`src/rtl/alu_logic_unit_pipe_if.sv`:
```
// alu_logic_unit_pipe_if: operand/result handshake bundle for the bitwise/CPOP ALU
//   in_valid/in_ready/in_op/in_a/in_b : issue side, accept = in_valid & in_ready
//   out_valid/out_ready/out_data/out_err : writeback side, drain = out_valid & out_ready
//   master = issue/writeback logic, slave = the ALU
interface alu_logic_unit_pipe_if #(parameter int WIDTH = 32);
    logic             in_valid;
    logic             in_ready;
    logic [2:0]       in_op;
    logic [WIDTH-1:0] in_a;
    logic [WIDTH-1:0] in_b;
    logic             out_valid;
    logic             out_ready;
    logic [WIDTH-1:0] out_data;
    logic             out_err;
    modport master (
        output in_valid, in_op, in_a, in_b, out_ready,
        input  in_ready, out_valid, out_data, out_err
    );
    modport slave (
        input  in_valid, in_op, in_a, in_b, out_ready,
        output in_ready, out_valid, out_data, out_err
    );
endinterface

```
`src/rtl/alu_logic_unit_pipe.sv`:
```
// alu_logic_unit_pipe: handshaked XOR/OR/AND/ANDN/ORN/XNOR (1 cycle) and iterative CPOP ALU
//   clk   : rising-edge clock
//   rst_n : asynchronous active-low reset
//   flush : synchronous abort of in-flight CPOP and pending output
//   bus   : slave side of alu_logic_unit_pipe_if (operand in, single-entry result out)
module alu_logic_unit_pipe #(
    parameter int WIDTH = 32,
    parameter int CHUNK = 8
) (
    input  logic                 clk,
    input  logic                 rst_n,
    input  logic                 flush,
    alu_logic_unit_pipe_if.slave bus
);
    localparam int N  = WIDTH / CHUNK;
    localparam int AW = $clog2(WIDTH + 1);
    localparam int IW = (N > 1) ? $clog2(N) : 1;
    localparam logic [0:0] S_IDLE = 1'b0;
    localparam logic [0:0] S_BUSY = 1'b1;
    logic [0:0]       state_q;
    logic [WIDTH-1:0] a_q;
    logic [AW-1:0]    acc_q;
    logic [IW-1:0]    idx_q;
    logic             out_valid_q;
    logic [WIDTH-1:0] out_data_q;
    logic             out_err_q;
    logic [CHUNK-1:0] chunk;
    logic [AW-1:0]    chunk_cnt;
    logic [AW-1:0]    acc_nxt;
    logic [WIDTH-1:0] bw;
    logic             accept;
    logic             drain;
    logic             last;
    assign bus.in_ready  = (state_q == S_IDLE) & (~out_valid_q | bus.out_ready) & ~flush;
    assign bus.out_valid = out_valid_q;
    assign bus.out_data  = out_data_q;
    assign bus.out_err   = out_err_q;
    assign accept  = bus.in_valid & bus.in_ready;
    assign drain   = out_valid_q & bus.out_ready;
    assign chunk   = a_q[idx_q*CHUNK +: CHUNK];
    assign acc_nxt = acc_q + chunk_cnt;
    assign last    = idx_q == IW'(N - 1);
    always_comb begin
        chunk_cnt = '0;
        for (int i = 0; i < CHUNK; i++) chunk_cnt = chunk_cnt + AW'(chunk[i]);
    end
    always_comb
        bw = bus.in_op == 3'd0 ? bus.in_a ^ bus.in_b :
             bus.in_op == 3'd1 ? bus.in_a | bus.in_b :
             bus.in_op == 3'd2 ? bus.in_a & bus.in_b :
             bus.in_op == 3'd3 ? bus.in_a & ~bus.in_b :
             bus.in_op == 3'd4 ? bus.in_a | ~bus.in_b :
                                 ~(bus.in_a ^ bus.in_b);
    // flush outranks everything; BUSY never overlaps a pending result, so drain is only seen in IDLE
    always_ff @(posedge clk or negedge rst_n) begin
        if (!rst_n) begin
            state_q     <= S_IDLE;
            a_q         <= '0;
            acc_q       <= '0;
            idx_q       <= '0;
            out_valid_q <= 1'b0;
            out_data_q  <= '0;
            out_err_q   <= 1'b0;
        end else if (flush) begin
            state_q     <= S_IDLE;
            acc_q       <= '0;
            idx_q       <= '0;
            out_valid_q <= 1'b0;
            out_err_q   <= 1'b0;
        end else if (state_q == S_BUSY) begin
            acc_q <= acc_nxt;
            idx_q <= idx_q + IW'(1);
            if (last) begin
                state_q     <= S_IDLE;
                idx_q       <= '0;
                out_data_q  <= WIDTH'(acc_nxt);
                out_err_q   <= 1'b0;
                out_valid_q <= 1'b1;
            end
        end else if (accept) begin
            if (bus.in_op == 3'd6) begin
                state_q     <= S_BUSY;
                a_q         <= bus.in_a;
                acc_q       <= '0;
                idx_q       <= '0;
                out_valid_q <= 1'b0;
            end else begin
                out_data_q  <= bus.in_op == 3'd7 ? '0 : bw;
                out_err_q   <= bus.in_op == 3'd7;
                out_valid_q <= 1'b1;
            end
        end else if (drain) begin
            out_valid_q <= 1'b0;
        end
    end
endmodule
```
`src/flat_wrapper.sv`:
```
// flat-port wrapper written by rule: the top's interface ports become plain ports
module alu_logic_unit_pipe_flat 
#(
    parameter int WIDTH = 32,
    parameter int CHUNK = 8
)
  (clk, rst_n, flush, bus_in_valid, bus_in_op, bus_in_a, bus_in_b, bus_out_ready, bus_in_ready, bus_out_valid, bus_out_data, bus_out_err);
  alu_logic_unit_pipe_if #(.WIDTH(WIDTH)) bus_i ();
  input  logic clk;
  input  logic rst_n;
  input  logic flush;
  input wire logic [$bits(bus_i.in_valid)-1:0] bus_in_valid;
  input wire logic [$bits(bus_i.in_op)-1:0] bus_in_op;
  input wire logic [$bits(bus_i.in_a)-1:0] bus_in_a;
  input wire logic [$bits(bus_i.in_b)-1:0] bus_in_b;
  input wire logic [$bits(bus_i.out_ready)-1:0] bus_out_ready;
  output wire logic [$bits(bus_i.in_ready)-1:0] bus_in_ready;
  output wire logic [$bits(bus_i.out_valid)-1:0] bus_out_valid;
  output wire logic [$bits(bus_i.out_data)-1:0] bus_out_data;
  output wire logic [$bits(bus_i.out_err)-1:0] bus_out_err;
  assign bus_i.in_valid = bus_in_valid;
  assign bus_i.in_op = bus_in_op;
  assign bus_i.in_a = bus_in_a;
  assign bus_i.in_b = bus_in_b;
  assign bus_i.out_ready = bus_out_ready;
  assign bus_in_ready = bus_i.in_ready;
  assign bus_out_valid = bus_i.out_valid;
  assign bus_out_data = bus_i.out_data;
  assign bus_out_err = bus_i.out_err;
  alu_logic_unit_pipe #(.WIDTH(WIDTH), .CHUNK(CHUNK)) u_core (.clk(clk), .rst_n(rst_n), .flush(flush), .bus(bus_i));
endmodule
```
`config.mk`:
```
export PLATFORM = sky130hd
export DESIGN_NAME = alu_logic_unit_pipe_flat
export DESIGN_NICKNAME = d
export VERILOG_FILES = /design/src/rtl/alu_logic_unit_pipe_if.sv /design/src/rtl/alu_logic_unit_pipe.sv /design/src/flat_wrapper.sv
export SDC_FILE = /design/constraint.sdc
export NUM_CORES = 1
export LEC_CHECK = 0
export BUFFER_PORTS_ARGS = -buffer_cell sky130_fd_sc_hd__buf_4
export CAP_MARGIN = 5
export CORE_ASPECT_RATIO = 1.2
export CORE_MARGIN = 3
export CORE_UTILIZATION = 60
export DETAILED_ROUTE_END_ITERATION = 16
export PLACE_DENSITY = 0.84
export SLEW_MARGIN = 20
export SYNTH_ARGS = -nofsm -noshare
export SYNTH_HDL_FRONTEND = slang
export SYNTH_SLANG_ARGS = --single-unit
```
`constraint.sdc`:
```
create_clock -name clk -period 11.1 [get_ports clk]
set_input_delay 2.22 -clock clk [delete_from_list [all_inputs] [get_ports clk]]
set_output_delay 2.22 -clock clk [all_outputs]
set_load 0.03 [all_outputs]
```
=== Word-level counts from Yosys, hierarchy flattened ===
Cells that the tools add are included.

* Bitwise gates (word level): 15
* Eq/ne operators: 11
* Add/subtract/negate cells: 9
* Shifts and indexed selects: 1
* Reductions and logical operators: 10
* Multiplexer cells: 35

{| class="wikitable"
|+ Operators by type and width
! operator !! count
|-
| 32-bit 2-to-1 mux || 10
|-
| 32-bit bitwise AND || 2
|-
| 32-bit NOT || 2
|-
| 32-bit bitwise OR || 2
|-
| 6-bit by 1-bit adder with 6-bit output || 6
|-
| 32-bit by 6-bit variable part select with 8-bit output || 1
|-
| 32-bit XOR || 1
|-
| 6-bit 2-to-1 mux || 4
|-
| 1-bit 2-to-1 mux || 16
|-
| 2-bit 2-to-1 mux || 5
|-
| 3-bit equality test (second input constant) || 3
|-
| 4-bit AND reduction || 2
|-
| 6-bit adder || 1
|-
| 3-bit by 2-bit equality test with 1-bit output (second input constant) || 2
|-
| 3-bit nonzero test || 2
|-
| 1-bit bitwise AND || 4
|-
| 2-bit AND reduction || 2
|-
| 4-bit nonzero test || 1
|-
| 3-bit by 1-bit equality test with 1-bit output (second input constant) || 1
|-
| 3-bit logical NOT || 1
|-
| 3-bit by 2-bit inequality test with 1-bit output (second input constant) || 1
|-
| 3-bit inequality test (second input constant) || 1
|-
| 1-bit NOT || 3
|-
| 3-bit AND reduction || 1
|-
| 7 further kinds || 7
|}

* Input bits: 72
* Bits in registers: 75
* Output and inout bits: 35

=== Logic depth before layout (Yosys ltp) ===
* Word-level depth: 11
* Gate-level depth with buffers: 15
* Mapped depth without buffers: 14

=== Least setup slack after synthesis ===
OpenSTA, ideal clock, no wires.

* Kind: in2out
* Start point: input port flush
* End point: output port bus_in_ready
* Path buffers: 2
* Path slack: 5590 ps
* Arrival time: 3290 ps
* Cell stages on the path: 3
* Cell sequence: clkbuf_1 clkbuf_1 nor3_1

* Cells in the longest elaborated chain, start to end: 2

{| class="wikitable"
|+ RTL lines
! what !! line !! text
|-
| start, declared || flat_wrapper.sv:11 || <nowiki>input logic flush;</nowiki>
|-
| 1-bit NOT (no line) || - ||
|-
| 1-bit bitwise AND || alu_logic_unit_pipe.sv:34 || <nowiki>assign bus.in_ready = (state_q == S_IDLE) & (~out_valid_q | bus.out_ready) & ~flush;</nowiki>
|-
| end, declared || flat_wrapper.sv:17 || <nowiki>output wire logic [$bits(bus_i.in_ready)-1:0] bus_in_ready;</nowiki>
|}

No other way between the ends.

=== Final worst setup path ===
Same ends and word-level chain as after synthesis.

==> flow_results.xml <==
<?xml version="1.0" encoding="UTF-8"?>
<metrics>
  <group name="synth">
    <metric name="postSynthCellCount" unit="">734</metric>
    <metric name="yosysUniqueCellTypes" unit="">45</metric>
    <metric name="ys_top_cells_by_area" unit="">dfrtp_1 (27%), ha_1 (25%), mux4_2 (8.3%)</metric>
    <metric name="synthesis.area" unit="um^2">7029</metric>
    <metric name="synth.ff_latch_count" unit="">75</metric>
    <metric name="synth_edf_count" unit="">0</metric>
    <metric name="syn-mean-instance-area" unit="um^2">9.577</metric>
    <metric name="synth_nets" unit="">951</metric>
    <metric name="yosys.area.top_type_share" unit="%">26.70</metric>
    <metric name="yosysTopAreaCell" unit="">dfrtp_1</metric>
    <metric name="yosysWarnings" unit="">0</metric>
    <metric name="post-synth-top-count-cell" unit="">ha_1</metric>
    <metric name="share_of_the_yosys_chip_area_belonging_to_registers" unit="%">26.70</metric>
    <metric name="synth_top_cells_by_count" unit="">ha_1 (141), inv_1 (88), nand2_1 (85)</metric>
    <metric name="postSynth.topFlopCell" unit="">dfrtp_1</metric>
    <metric name="share_of_async_settable_or_async_resettable_flops_after_synthesis" unit="%">100.0</metric>
  </group>
  <group name="route">
    <metric name="dr.pass1.iters" unit="">5</metric>
    <metric name="post-route-drc-count" unit="">0</metric>
    <metric name="dr_wl_met2" unit="mm">8.694</metric>
    <metric name="drt-met1-wl" unit="mm">6.503</metric>
    <metric name="drtIter0Drc" unit="">332</metric>
    <metric name="avgRoutedWirePerCell" unit="um">17.13</metric>
    <metric name="detail-route-antenna-nets" unit="">0</metric>
    <metric name="routed.top_layer" unit="">met4</metric>
    <metric name="detail_route.vias_per_cell" unit="">5.855</metric>
    <metric name="routed_wire_length_on_met3" unit="um">686</metric>
    <metric name="routed_wirelength" unit="mm">16.52</metric>
    <metric name="via_count" unit="">5644</metric>
  </group>
  <group name="floorplan">
    <metric name="initial_utilization" unit="%">62.51</metric>
    <metric name="die_h" unit="um">124.6</metric>
    <metric name="die-width" unit="um">104.8</metric>
    <metric name="placeableCoreArea" unit="um^2">11250</metric>
    <metric name="fp.dieArea" unit="um^2">13060</metric>
    <metric name="boundaryPins" unit="">107</metric>
    <metric name="num_rows" unit="">42</metric>
  </group>
  <group name="global_route">
    <metric name="grt_start_max_net_pins" unit="">85</metric>
    <metric name="initial_antenna_violation_count" unit="">0</metric>
    <metric name="globalRouteOverflowTotal" unit="">0</metric>
    <metric name="grt_util_all_layers" unit="%">25.88</metric>
    <metric name="grt_pass1_wl" unit="mm">27.51</metric>
    <metric name="first_global_vias" unit="">5802</metric>
  </group>
  <group name="placed_design">
    <metric name="placement.cell_area" unit="um^2">7779</metric>
    <metric name="preCtsSetupSlack" unit="ns">6.058</metric>
    <metric name="io_buffers" unit="">106</metric>
    <metric name="rd_place_congestion" unit="">0.8462</metric>
    <metric name="hpwl_after_dpl" unit="mm">11.77</metric>
    <metric name="numPlacedInstances" unit="">948</metric>
  </group>
  <group name="sta">
    <metric name="timing.final.setup_violations" unit="">0</metric>
    <metric name="finalSetupTns" unit="ns">0</metric>
    <metric name="setup_repair_after_global_routing_missed_its_margin" unit="">no</metric>
    <metric name="timing.fmax" unit="GHz">0.1972</metric>
    <metric name="report.final.slew_viol_count" unit="">0</metric>
    <metric name="tightestPinTransition" unit="ns">0.9912</metric>
    <metric name="timing.clock.skew" unit="ns">0.004936</metric>
    <metric name="layout_setup_ws" unit="ns">6.029</metric>
    <metric name="finalWorstPathRequiredPeriod" unit="ns">5.071</metric>
    <metric name="finalHoldViolCount" unit="">0</metric>
    <metric name="whs" unit="ns">0.4771</metric>
    <metric name="ratio_of_final_minimum_period_to_clock_period" unit="%">45.69</metric>
    <metric name="timing.max_slew.rel_slack" unit="%">33.92</metric>
  </group>
  <group name="clock_tree">
    <metric name="hold_buffer_count_at_cts" unit="">0</metric>
    <metric name="cts-root-to-sink-buffers" unit="">2</metric>
    <metric name="cts_repair_resize_count" unit="">0</metric>
    <metric name="root_buffer" unit="">clkbuf_16</metric>
    <metric name="clock_insertion_delay_worst_skew" unit="ns">0.34</metric>
    <metric name="cts_num_sinks" unit="">75</metric>
    <metric name="post-cts-setup-buffer-count" unit="">0</metric>
    <metric name="clk_pin_slew_worst_paths" unit="ns">0.06</metric>
    <metric name="ctsHtreeMaxLevel" unit="">3</metric>
    <metric name="cts_made_buffers" unit="">9</metric>
    <metric name="tritoncts" unit="">yes</metric>
  </group>
  <group name="outcome">
    <metric name="run_status" unit="">finished clean</metric>
  </group>
  <group name="cells_and_area">
    <metric name="layout.nets" unit="">1022</metric>
    <metric name="antenna_cells" unit="">0</metric>
    <metric name="fillers" unit="">868</metric>
    <metric name="fin_area" unit="um^2">8059</metric>
    <metric name="area.growth.synth_to_final" unit="%">14.65</metric>
    <metric name="finish.cell_count_without_fillers" unit="">964</metric>
    <metric name="drive_above_1_share" unit="%">24.57</metric>
  </group>
  <group name="setup_path">
    <metric name="crit_reg_reg_startpoint" unit="">u_core.idx_q[0]</metric>
    <metric name="crit_type" unit="">input pin to output pin</metric>
    <metric name="crit_start" unit="">flush</metric>
    <metric name="crit_path_end_kind" unit="">output pin</metric>
    <metric name="r2r_cells" unit="">14</metric>
    <metric name="critPathLaunchType" unit="">input pin</metric>
    <metric name="path_max_fanout" unit="">18</metric>
    <metric name="crit-reg2reg-capture" unit="">u_core.bus.out_data[4]</metric>
    <metric name="crit_required" unit="ns">8.88</metric>
    <metric name="crit_path_end" unit="">bus_in_ready</metric>
    <metric name="r2r_slack" unit="ns">6.41</metric>
    <metric name="arrival" unit="ns">2.85</metric>
  </group>
  <group name="min_path">
    <metric name="min-delay-path-class" unit="">register to register</metric>
  </group>
  <group name="pwr">
    <metric name="pleak" unit="nW">4.094</metric>
    <metric name="power.density_cell_area" unit="nW/um^2">127.6</metric>
    <metric name="vdd.ir_drop.worst" unit="mV">0.08686</metric>
  </group>
  <group name="run">
    <metric name="max_cap_violations" unit="">0</metric>
  </group>
</metrics>
registers in the layout, summed over array words and instances, names as in the netlist:
name / cells
u_core.a_q: 32
u_core.bus.out_valid: 1
u_core.state_q: 1
u_core.acc_q: 6
u_core.idx_q: 2
u_core.bus.out_err: 1
u_core.bus.out_data: 32
layout make-up:
| class | count | area, um^2 | share of cell area (%) |
|---|---|---|---|
| clock buffer | 10 | 239.0 | 2.965 |
| clock inverter | 6 | 41.29 | 0.5123 |
| inverter | 88 | 330.3 | 4.099 |
| multi-input combinational | 522 | 4561 | 56.59 |
| sequential | 75 | 1877 | 23.29 |
| tap | 154 | 192.7 | 2.391 |
| timing repair buffer | 109 | 818.3 | 10.15 |
layer usage:
layer	vias to the layer above	GRT usage, %
li1	2672	-
met1	2765	30.05
met2	158	46.51
met3	49	3.629
met4	0	12.36
met5	-	0
where the power goes:
group / total [mW] / switching [mW] / internal, mW
Combinational: 0.388 / 0.221 / 0.167
Clock: 0.280 / 0.123 / 0.157
Sequential: 0.360 / 0.0339 / 0.326
Total: 1.03 / 0.378 / 0.651
worst min path at each step:
stage / end / cells after the start / from / slack [ns]
finish: u_core.a_q[9] / 2 / u_core.a_q[9] / 0.48
global route: u_core.a_q[9] / 2 / u_core.a_q[9] / 0.50
CTS: u_core.a_q[9] / 2 / u_core.a_q[9] / 0.48
detailed placement: u_core.a_q[26] / 2 / u_core.a_q[26] / 0.47
global placement: u_core.a_q[24] / 2 / u_core.a_q[24] / 0.46
floorplan: u_core.a_q[16] / 2 / u_core.a_q[16] / 0.45
worst max-delay path, stage by stage:
cell,delay [ns]
buf_4,0.17
nor3_1,0.24
buf_4,0.21
cell usage in the layout, fill, tap and decap left out, types with 3 or more instances in the layout:
| master | n |
|---|---|
| a221oi_1 | 5 |
| mux2i_1 | 3 |
| mux2_2 | 13 |
| nand2_1 | 85 |
| fa_1 | 4 |
| o211ai_1 | 22 |
| buf_4 | 109 |
| a21oi_1 | 28 |
| o22a_1 | 7 |
| ha_1 | 141 |
| nor3_1 | 7 |
| nand3b_1 | 3 |
| a22o_1 | 7 |
| o21ai_0 | 50 |
| o21ai_2 | 32 |
| inv_1 | 88 |
| dfrtp_1 | 75 |
| mux4_2 | 26 |
| clkinvlp_4 | 3 |
| o221ai_1 | 12 |
| or3_1 | 20 |
| clkbuf_16 | 9 |
| nand2b_1 | 4 |
| nor2_1 | 24 |
stage by stage:
stage / power [mW] / utilization, %
floorplan: 0.6144 / -
global placement: 0.7249 / 69.17
detailed placement: 0.7498 / 69.17
CTS: 1.031 / 71.66
global route: 1.093 / 71.66
finish: 1.029 / 71.66
logic make-up (layout without fill, tap and decap cells):
group / count (synthesis) / in the layout / synth area share [%]
multiplexers: 42 / 42 / 10.84
XOR/XNOR: 4 / 4 / 0.4985
buffers and inverters: 137 / 213 / 8.473
adder cells (fa/ha/maj): 145 / 145 / 26.24
AND/OR/NAND/NOR: 154 / 154 / 9.772
AO/OA/AOI/OAI: 177 / 177 / 17.48
flip-flops: 75 / 75 / 26.70
Note: power is estimated with default switching activity, not from simulation.
